**src/rtl/qsin_phase_gen.sv**
```systemverilog
// qsin_phase_gen: phase accumulator and quarter-wave ROM address front end with quadrant/valid
// alignment to the ROM read latency. Define QSIN_DITHER_EN to add LFSR dither to the decode.
module qsin_phase_gen #(
    parameter int unsigned PHASE_W = 32,
    parameter int unsigned ADDR_W  = 10,
    parameter int unsigned ROM_LAT = 1
) (
    input  logic               clk,
    input  logic               reset,
    input  logic               en,
    input  logic [PHASE_W-1:0] freq_word,
    input  logic               freq_load,
    input  logic               phase_clr,
    output logic [ADDR_W-1:0]  rom_addr,
    output logic [1:0]         quadrant,
    output logic               sample_valid
);

    localparam int unsigned PipeDepth = ROM_LAT + 1;
    localparam int unsigned FracW     = PHASE_W - ADDR_W - 2;

    logic [PHASE_W-1:0]        phase_q;
    logic [PHASE_W-1:0]        inc_q;
    logic [ADDR_W-1:0]         addr_q;
    logic [PipeDepth-1:0]      valid_pipe_q;
    logic [PipeDepth-1:0][1:0] quad_pipe_q;

    logic [PHASE_W-1:0] dec_phase;
    logic [1:0]         dec_quad;
    logic [ADDR_W-1:0]  dec_idx;
    logic [ADDR_W-1:0]  addr_d;
    logic               step;

    // phase_clr wins over en: a cleared cycle never emits a sample
    assign step = en & ~phase_clr;

`ifdef QSIN_DITHER_EN
    localparam int unsigned DitherW  = (FracW < 16) ? FracW : 16;
    localparam logic [15:0] LfsrSeed = 16'hACE1;
    // Galois taps for x^16 + x^14 + x^13 + x^11 + 1
    localparam logic [15:0] LfsrTaps = 16'hB400;

    logic [15:0] lfsr_q;

    always_ff @(posedge clk) begin
        if (reset) begin
            lfsr_q <= LfsrSeed;
        end else if (step) begin
            lfsr_q <= (lfsr_q >> 1) ^ (lfsr_q[0] ? LfsrTaps : 16'h0000);
        end
    end

    if (DitherW > 0) begin : g_dither
        assign dec_phase = phase_q + PHASE_W'(lfsr_q[DitherW-1:0]);
        if (DitherW < 16) begin : g_lfsr_unused
            logic unused_lfsr_bits;
            assign unused_lfsr_bits = ^lfsr_q[15:DitherW];
        end
    end else begin : g_no_dither
        logic unused_lfsr;
        assign unused_lfsr = ^lfsr_q;
        assign dec_phase   = phase_q;
    end
`else
    assign dec_phase = phase_q;
`endif

    // Quadrants 1 and 3 walk the quarter wave backwards
    assign dec_quad = dec_phase[PHASE_W-1 -: 2];
    assign dec_idx  = dec_phase[PHASE_W-3 -: ADDR_W];
    assign addr_d   = dec_quad[0] ? ~dec_idx : dec_idx;

    if (FracW > 0) begin : g_frac_unused
        logic unused_frac_bits;
        assign unused_frac_bits = ^dec_phase[FracW-1:0];
    end

    always_ff @(posedge clk) begin
        if (reset) begin
            phase_q <= '0;
            inc_q   <= '0;
            addr_q  <= '0;
        end else begin
            if (phase_clr) begin
                phase_q <= '0;
            end else if (en) begin
                phase_q <= phase_q + inc_q;
            end
            if (step) begin
                addr_q <= addr_d;
            end
            if (freq_load) begin
                inc_q <= freq_word;
            end
        end
    end

    // Stage 0 lines up with addr_q; stage ROM_LAT lines up with the ROM data
    always_ff @(posedge clk) begin
        if (reset) begin
            valid_pipe_q <= '0;
            quad_pipe_q  <= '0;
        end else begin
            valid_pipe_q <= {valid_pipe_q[PipeDepth-2:0], step};
            quad_pipe_q  <= {quad_pipe_q[PipeDepth-2:0], (step ? dec_quad : 2'b00)};
        end
    end

    assign rom_addr     = addr_q;
    assign quadrant     = quad_pipe_q[ROM_LAT];
    assign sample_valid = valid_pipe_q[ROM_LAT];

endmodule

```
**config.mk**
```make
export PLATFORM = sky130hd
export DESIGN_NAME = qsin_phase_gen
export DESIGN_NICKNAME = d
export VERILOG_FILES = /design/src/rtl/qsin_phase_gen.sv
export SDC_FILE = /design/constraint.sdc
export NUM_CORES = 1
export LEC_CHECK = 0
export CAP_MARGIN = 10
export CORE_AREA = 2 2 95 97
export CTS_CLUSTER_DIAMETER = 120
export CTS_CLUSTER_SIZE = 28
export DETAILED_ROUTE_END_ITERATION = 7
export DIE_AREA = 0 0 97 99
export GPL_TIMING_DRIVEN = 0
export PLACE_DENSITY_LB_ADDON = 0.12
export SLEW_MARGIN = 20
export SYNTH_ARGS = -nofsm -noshare
export SYNTH_HDL_FRONTEND = slang
export SYNTH_SLANG_ARGS = --single-unit
```
**constraint.sdc**
```tcl
create_clock -name clk -period 7.46 [get_ports clk]
set_input_delay 0.746 -clock clk [delete_from_list [all_inputs] [get_ports clk]]
set_output_delay 0.746 -clock clk [all_outputs]
set_load 0.005 [all_outputs]
```
### After elaboration in Yosys (flattened, before gate mapping)

Index checks and enable logic that the tools add are counted.

| word-level totals | value |
|---|---|
| output and inout port bits | 13 |
| bits in registers | 80 |
| input bits | 37 |

| cells by class | value |
|---|---|
| bitwise operators | 4 |
| $add $sub $neg | 1 |
| reduce and logical (&&, ||, !) cells | 2 |
| multiplexer cells | 1 |

Operators with widths:

| operator | count |
|---|---|
| 32-bit adder | 1 |
| 10-bit two-way mux | 1 |
| 10-bit inverter | 1 |
| 2-bit OR reduction | 2 |
| 1-bit inverter | 2 |
| 1-bit bitwise AND | 1 |

### Longest topological paths before layout

Gate-level depths: netlist of run 1.

| depth | value |
|---|---|
| depth after elaboration | 4 |
| mapped depth | 9 |
| depth with buffers taken out | 9 |

### Least setup slack after synthesis of run 1

No wires, ideal clock.

| path | value |
|---|---|
| path kind | reg-to-reg |
| from | register inc_q[0] |
| to | register phase_q[24], in the netlist dec_phase[24] |
| arrival time | 2.294 ns |
| path slack | 5.039 ns |
| period minus slack after synthesis | 2.421 ns |
| setup time | 0.127 ns |
| cell stages (with the launch flop) | 10 |
| cells stage by stage | dfxtp_1 -> ha_1 -> fa_1 -> a211oi_1 -> o21ai_1 -> nand4b_1 -> nand3_2 -> a31oi_2 -> nor3_1 -> or3_1 |

| on the way | value |
|---|---|
| word-level cells in the longest chain between the ends | 1 |

RTL lines:

| element | RTL line | RTL |
|---|---|---|
| from (decl) | 23 | `logic [PHASE_W-1:0] inc_q;` |
| from (signal assigned) | 93 | `inc_q <= freq_word;` |
| 32-bit adder | 87 | `phase_q <= phase_q + inc_q;` |
| to (signal assigned) | 87 |  |
| to (decl) | 22 | `logic [PHASE_W-1:0] phase_q;` |

Every way passes these cells.
A chain may end at the register's enable or synchronous reset.

### Worst setup path after layout of run 1

| path | value |
|---|---|
| from | input reset |
| to | register phase_q[25], in the netlist dec_phase[25] |

| on the way | value |
|---|---|
| word-level cells in the longest chain between the ends | 1 |

RTL lines:

| element | RTL line | RTL |
|---|---|---|
| from (decl) | 9 | `input logic reset,` |
| 2-bit OR reduction (no line) | n/a |  |

Every way passes these cells.

==> qor.csv, run 1 <==
stage,metric,value,unit
global_route,grt_max_degree,14,
global_route,track_usage,24.5,%
cts,path_clk_slew,0.08,ns
logic_synthesis,synthCells,546,
power_and_ir_drop,pwr-share-comb,15.4,%
power_and_ir_drop,ir_worst_vdd,0.0868,mV
logic_synthesis,synthXorXnorAreaFrac,4.36,%
floorplan,die_w,97,um
power_and_ir_drop,p_switching,0.249,mW
drt,dr.pass1.iters,4,
global_route,antenna_found_initial,0,
cts,cts_hold_buf,0,
logic_synthesis,synth_edf_count,0,
timing,rsz0062_at_grt,false,
timing,fin_crit,3.00,ns
logic_synthesis,synth_cell_types,61,
setup_path,crit_top_cell,clkbuf_1,
final_layout,final_area,5400,um2
logic_synthesis,async_flop_share,0,%
setup_path,crit_slowest_cell,clkbuf_1,
logic_synthesis,synthDominantCellAreaShare,34.7,%
logic_synthesis,synthAdderAreaFrac,8.83,%
timing,fin_skew,0.00960,ns
setup_path,criticalPathCategory,primary input to flip-flop,
logic_synthesis,synth-seq-cells,80,
timing,fmax,0.333,GHz
final_layout,instances_no_fill,717,
cts,cts.sinks,80,
min_path,worstHoldPathCells,1,
placement,dpl.hpwl,8710,um
final_layout,layout_common_cells,"nor2_1, dfxtp_1, clkdlybuf4s50_1, nand2_1",
logic_synthesis,synth_top_family_by_area,compound AO/OA/AOI/OAI gates,
timing,setup-violations-final,0,
global_route,grt_pass1_vias,3968,
timing,timing.hold.ws,0.439,ns
min_path,hp-class,flip-flop to flip-flop,
setup_path,r2r_cells,9,
logic_synthesis,synth_compound_area_share,20.1,%
final_layout,area_growth,16.9,%
cts,htreeDepth,3,
power_and_ir_drop,power.internal,0.638,mW
global_route,grt_pass1_wl,19200,um
final_layout,num_antenna_cells,0,
power_and_ir_drop,power,0.887,mW
setup_path,arrival,3.25,ns
cts,ctsRootBufferMaster,clkbuf_8,
floorplan,initial_core_util,54.1,%
floorplan,core_area,8550,um2
placement,port_buffers,47,
floorplan,num_rows,34,
timing,worstMarginPinSlew,0.890,ns
timing,tns,0,ns
cts,ctsResizeCount,0,
drt,totalWireLength,11600,um
floorplan,io_pins,50,
placement,preCtsSetupSlack,4.11,ns
floorplan,die_h,99,um
setup_path,worstPathCellList,clkdlybuf4s50_1 > clkbuf_1 > or2_2 > clkbuf_1 > nor2_1 > nand2_1 > o31ai_1 > a211o_1,
flow_run,drv_cap,0,
logic_synthesis,synth_ff_type,dfxtp_1,
setup_path,cp-end-kind,flip-flop,
power_and_ir_drop,p_leak,2.19,nW
final_layout,finish.utilization,63.2,%
logic_synthesis,synth_top_area_cell,dfxtp_1,
power_and_ir_drop,power.share.sequential,51.5,%
logic_synthesis,synthMuxAreaShare,8.93,%
logic_synthesis,synthSimpleGateAreaFrac,20.0,%
cts,clk_path_buf_depth,2,
drt,drtAntennaViolNets,0,
drt,vias,4273,
placement,dp_cells,701,
timing,finalWorstSetupSlack,4.46,ns
logic_synthesis,yosysWarnings,0,
logic_synthesis,syn_avg_cell_area,8.47,um2
timing,slew_headroom,40.4,%
placement,finalWeightedCongestion,0.897,
final_layout,layout_commonest_cell,nor2_1,
logic_synthesis,netlist_area,4620,um2
drt,drc,0,
logic_synthesis,syn-num-nets,615,
cts,cts_buffers,9,
status,status,"complete, no violations",
setup_path,crit_path_start_kind,primary input,
setup_path,cpPeakStageDelay,0.50,ns
final_layout,layout-drive-gt1-share,4.76,%
cts,cts_tree,done,
setup_path,cp_max_fo,10,
final_layout,nets,673,
cts,post-cts-setup-buffers,0,
power_and_ir_drop,p_sw_share,28.0,%
global_route,grt-ovfl-total,0,
timing,hold_violations,0,
timing,slew_viol_final,0,
timing,post-route-period-util,40.2,%
logic_synthesis,synth.yosys.seq_area_share,34.7,%
setup_path,required,7.70,ns
power_and_ir_drop,pwr-share-clk,33.1,%
floorplan,dieArea,9600,um2
placement,placed_area,5230,um2
power_and_ir_drop,power_density,164,nW/um2
drt,wl_per_cell,16.1,um
drt,via_per_inst,5.96,
cts,insertion_delay,0.36,ns
drt,drt_first_iter_violations,242,
logic_synthesis,yosys-top-cells-area,"dfxtp_1, mux2i_1, ha_1, nor2_1, a21oi_1",
final timing paths:
path	startpoint	to	slack (ns)
min	valid_pipe_q[0]	valid_pipe_q[1]	0.44
min reg2reg	valid_pipe_q[0]	valid_pipe_q[1]	0.44
max	reset	dec_phase[25]	4.46
max reg2reg	inc_q[0]	dec_phase[24]	4.52
state kept, by name, indices dropped and copies added (netlist names):
| name | count |
|---|---|
| dec_phase | 32 |
| inc_q | 32 |
| rom_addr | 10 |
| quad_pipe_q | 2 |
| quadrant | 2 |
| valid_pipe_q | 2 |
cells in the mapped netlist, types with 3 or more instances:
cell and count:
clkbuf_1 22, nand3b_1 3, or3_1 8, nor2_1 83, o21bai_1 4, a211oi_1 20, ha_1 31, o311ai_0 3
nand4b_1 5, a21oi_1 39, buf_1 6, o21a_1 3, xor2_1 7, a221o_1 4, mux2i_1 39, nand3_1 16
inv_1 5, a211o_1 3, a21o_1 9, nand2_1 41, xnor2_1 16, nor2b_1 7, nand4_1 9, nor3_1 11
dfxtp_1 80, and3_1 5, o21ai_0 22
power by group through the flow:
stage          logic [mW]  registers [mW]  clock network [mW]
2_1_floorplan      0.0859           0.464                   0
3_3_place_gp        0.131           0.467                   0
3_5_place_dp        0.135           0.467                   0
4_1_cts             0.136           0.457               0.299
5_1_grt             0.150           0.460               0.320
6_report            0.136           0.457               0.293
routing by layer:
layer,GRT usage (%),part of all wire [%],up-vias,wire (um)
met3,3.55,5.9,16,687
li1,-,-,2102,-
met4,9.10,1.7,0,200
met1,32.1,45,2026,5250
met2,41.2,47,129,5420
met5,0,0,-,0
cells by family after synthesis:
kind of cell | Yosys count
xor gates and xnor gates | 23
DFF | 80
adders and majority gates | 32
muxes | 41
buffers and inverters | 37
AOI/OAI and AO/OA | 135
and+or+nand+nor | 198
cell type report:
cell class | count | area (um2)
Tap cell | 108 | 135
Timing Repair Buffer | 47 | 470
Multi-Input combinational cell | 429 | 2870
Clock inverter | 4 | 30.0
Sequential cell | 80 | 1600
Buffer | 31 | 125
Fill cell | 761 | 3150
Clock buffer | 12 | 145
Inverter | 6 | 22.5
worst max-delay path, delay by kind of cell:
family	cells	cell delay, ns
buf+inv	3	1.39
simple gates	3	0.75
compound gates	2	0.36
(Power assumes the default switching activity.)
==> run 2: changes to the inputs <==
- clock period: 7.46 -> 3.1 ns (I/O delays scaled with it)
==> run 2 against run 1 <==
Effect of this change: clock power rose by 140%; sequential share of layout area did not move; power rose by 140%; critical path depth rose by 1; highest routed layer unchanged; die area did not move.
==> qor.csv, run 2 (same netlist as run 1, synthesis figures left out) <==
stage,metric,value,unit,change
timing,rsz0062_at_grt,false,,
timing,tns,0,ns,unchanged
placement,port_buffers,47,,unchanged
drt,totalWireLength,11600,um,+0.44%
timing,slew_headroom,40.3,%,-0.091 points
setup_path,cp_max_fo,6,,-4
min_path,hp-class,primary input to flip-flop,,
cts,cts_tree,done,,
floorplan,num_rows,34,,unchanged
cts,insertion_delay,0.36,ns,about the same
global_route,grt_pass1_wl,19100,um,about the same
placement,dpl.hpwl,8710,um,unchanged
drt,drt_first_iter_violations,228,,-5.8%
setup_path,crit_path_start_kind,flip-flop,,
placement,dp_cells,701,,unchanged
setup_path,cpPeakStageDelay,0.43,ns,-0.07 ns
placement,placed_area,5230,um2,unchanged
power_and_ir_drop,ir_worst_vdd,0.209,mV,+140%
drt,wl_per_cell,16.2,um,+0.44%
placement,finalWeightedCongestion,0.897,,unchanged
final_layout,finish.utilization,63.2,%,unchanged
cts,post-cts-setup-buffers,0,,unchanged
flow_run,drv_cap,0,,unchanged
setup_path,criticalPathCategory,flip-flop to flip-flop,,
timing,fin_crit,2.93,ns,
cts,clk_path_buf_depth,2,,unchanged
drt,drtAntennaViolNets,0,,unchanged
cts,ctsResizeCount,0,,unchanged
setup_path,worstPathCellList,ha_1 > fa_1 > a211oi_1 > o21ai_1 > nand4b_1 > nand3_2 > a31oi_2 > nor3_1 > or3_1,,
cts,ctsRootBufferMaster,clkbuf_8,,
final_layout,area_growth,16.9,%,unchanged
global_route,track_usage,24.5,%,-0.030 points
cts,cts_buffers,9,,unchanged
final_layout,instances_no_fill,717,,unchanged
final_layout,layout_commonest_cell,nor2_1,,
setup_path,required,3.35,ns,-4.35 ns
global_route,grt_max_degree,14,,unchanged
floorplan,initial_core_util,54.1,%,unchanged
timing,worstMarginPinSlew,0.892,ns,+0.00137 ns
power_and_ir_drop,p_leak,2.19,nW,unchanged
setup_path,cp-end-kind,flip-flop,,
final_layout,layout_common_cells,"nor2_1, dfxtp_1, clkdlybuf4s50_1, nand2_1",,
drt,vias,4288,,+0.35%
timing,post-route-period-util,94.5,%,
final_layout,final_area,5400,um2,unchanged
final_layout,num_antenna_cells,0,,unchanged
floorplan,dieArea,9600,um2,unchanged
power_and_ir_drop,power_density,395,nW/um2,+140%
timing,fin_skew,0.0104,ns,+0.000837 ns
final_layout,layout-drive-gt1-share,4.76,%,unchanged
setup_path,crit_slowest_cell,fa_1,,
floorplan,io_pins,50,,unchanged
drt,dr.pass1.iters,5,,+1
global_route,grt-ovfl-total,0,,unchanged
drt,drc,0,,unchanged
drt,via_per_inst,5.98,,+0.35%
timing,fmax,0.341,GHz,
cts,path_clk_slew,0.08,ns,about the same
timing,setup-violations-final,0,,unchanged
floorplan,die_h,99,um,unchanged
timing,slew_viol_final,0,,unchanged
setup_path,arrival,3.18,ns,-0.07 ns
cts,htreeDepth,3,,unchanged
status,status,"complete, no violations",,
global_route,grt_pass1_vias,3970,,+0.050%
floorplan,die_w,97,um,unchanged
global_route,antenna_found_initial,0,,unchanged
cts,cts.sinks,80,,unchanged
timing,timing.hold.ws,0.393,ns,-0.0459 ns
cts,cts_hold_buf,0,,unchanged
final_layout,nets,673,,unchanged
floorplan,core_area,8550,um2,unchanged
timing,hold_violations,0,,unchanged
==> run 2: power breakdown <==
group	internal [mW]	switching, mW
Clock	0.315	0.393
Combinational	0.149	0.179
Sequential	1.07	0.0286
Total	1.54	0.601
==> run 2: worst max-delay path, delay by kind of cell, from the launching register on <==
kind | cells | cell delay [ns]
DFF | 1 | 0.32
and+or+nand+nor | 4 | 0.79
adders and majority gates | 2 | 0.65
AOI/OAI and AO/OA | 3 | 1.06
==> run 2: layout make-up <==
cell class                      count  area, um2
Fill cell                         761       3150
Multi-Input combinational cell    429       2870
Sequential cell                    80       1600
Timing Repair Buffer               47        470
Clock buffer                       12        145
Tap cell                          108        135
Buffer                             31        125
Clock inverter                      4       30.0
Inverter                            6       22.5
==> run 2: worst paths after layout <==
kind,startpoint,to,slack [ns],depth (start not counted)
max,inc_q[0],dec_phase[24],0.17,9
min,freq_load,inc_q[0],0.39,3
max reg2reg,inc_q[0],dec_phase[24],0.17,9
min reg2reg,valid_pipe_q[0],valid_pipe_q[1],0.44,1
==> run 2: metrics by stage <==
stage	setup WS, ns	total power, mW
after floorplan	0.679	1.32
after global placement	0.245	1.44
after detailed placement	0.190	1.45
after CTS	0.209	2.15
after global routing	0.0115	2.24
final	0.170	2.14
==> run 2: routing by layer <==
metal | vias up | track usage (%) | part of all wire (%)
li1 | 2103 | - | -
met1 | 2020 | 32.0 | 46
met2 | 145 | 41.3 | 47
met3 | 20 | 3.55 | 5.5
met4 | 0 | 8.99 | 1.8
met5 | - | 0 | 0
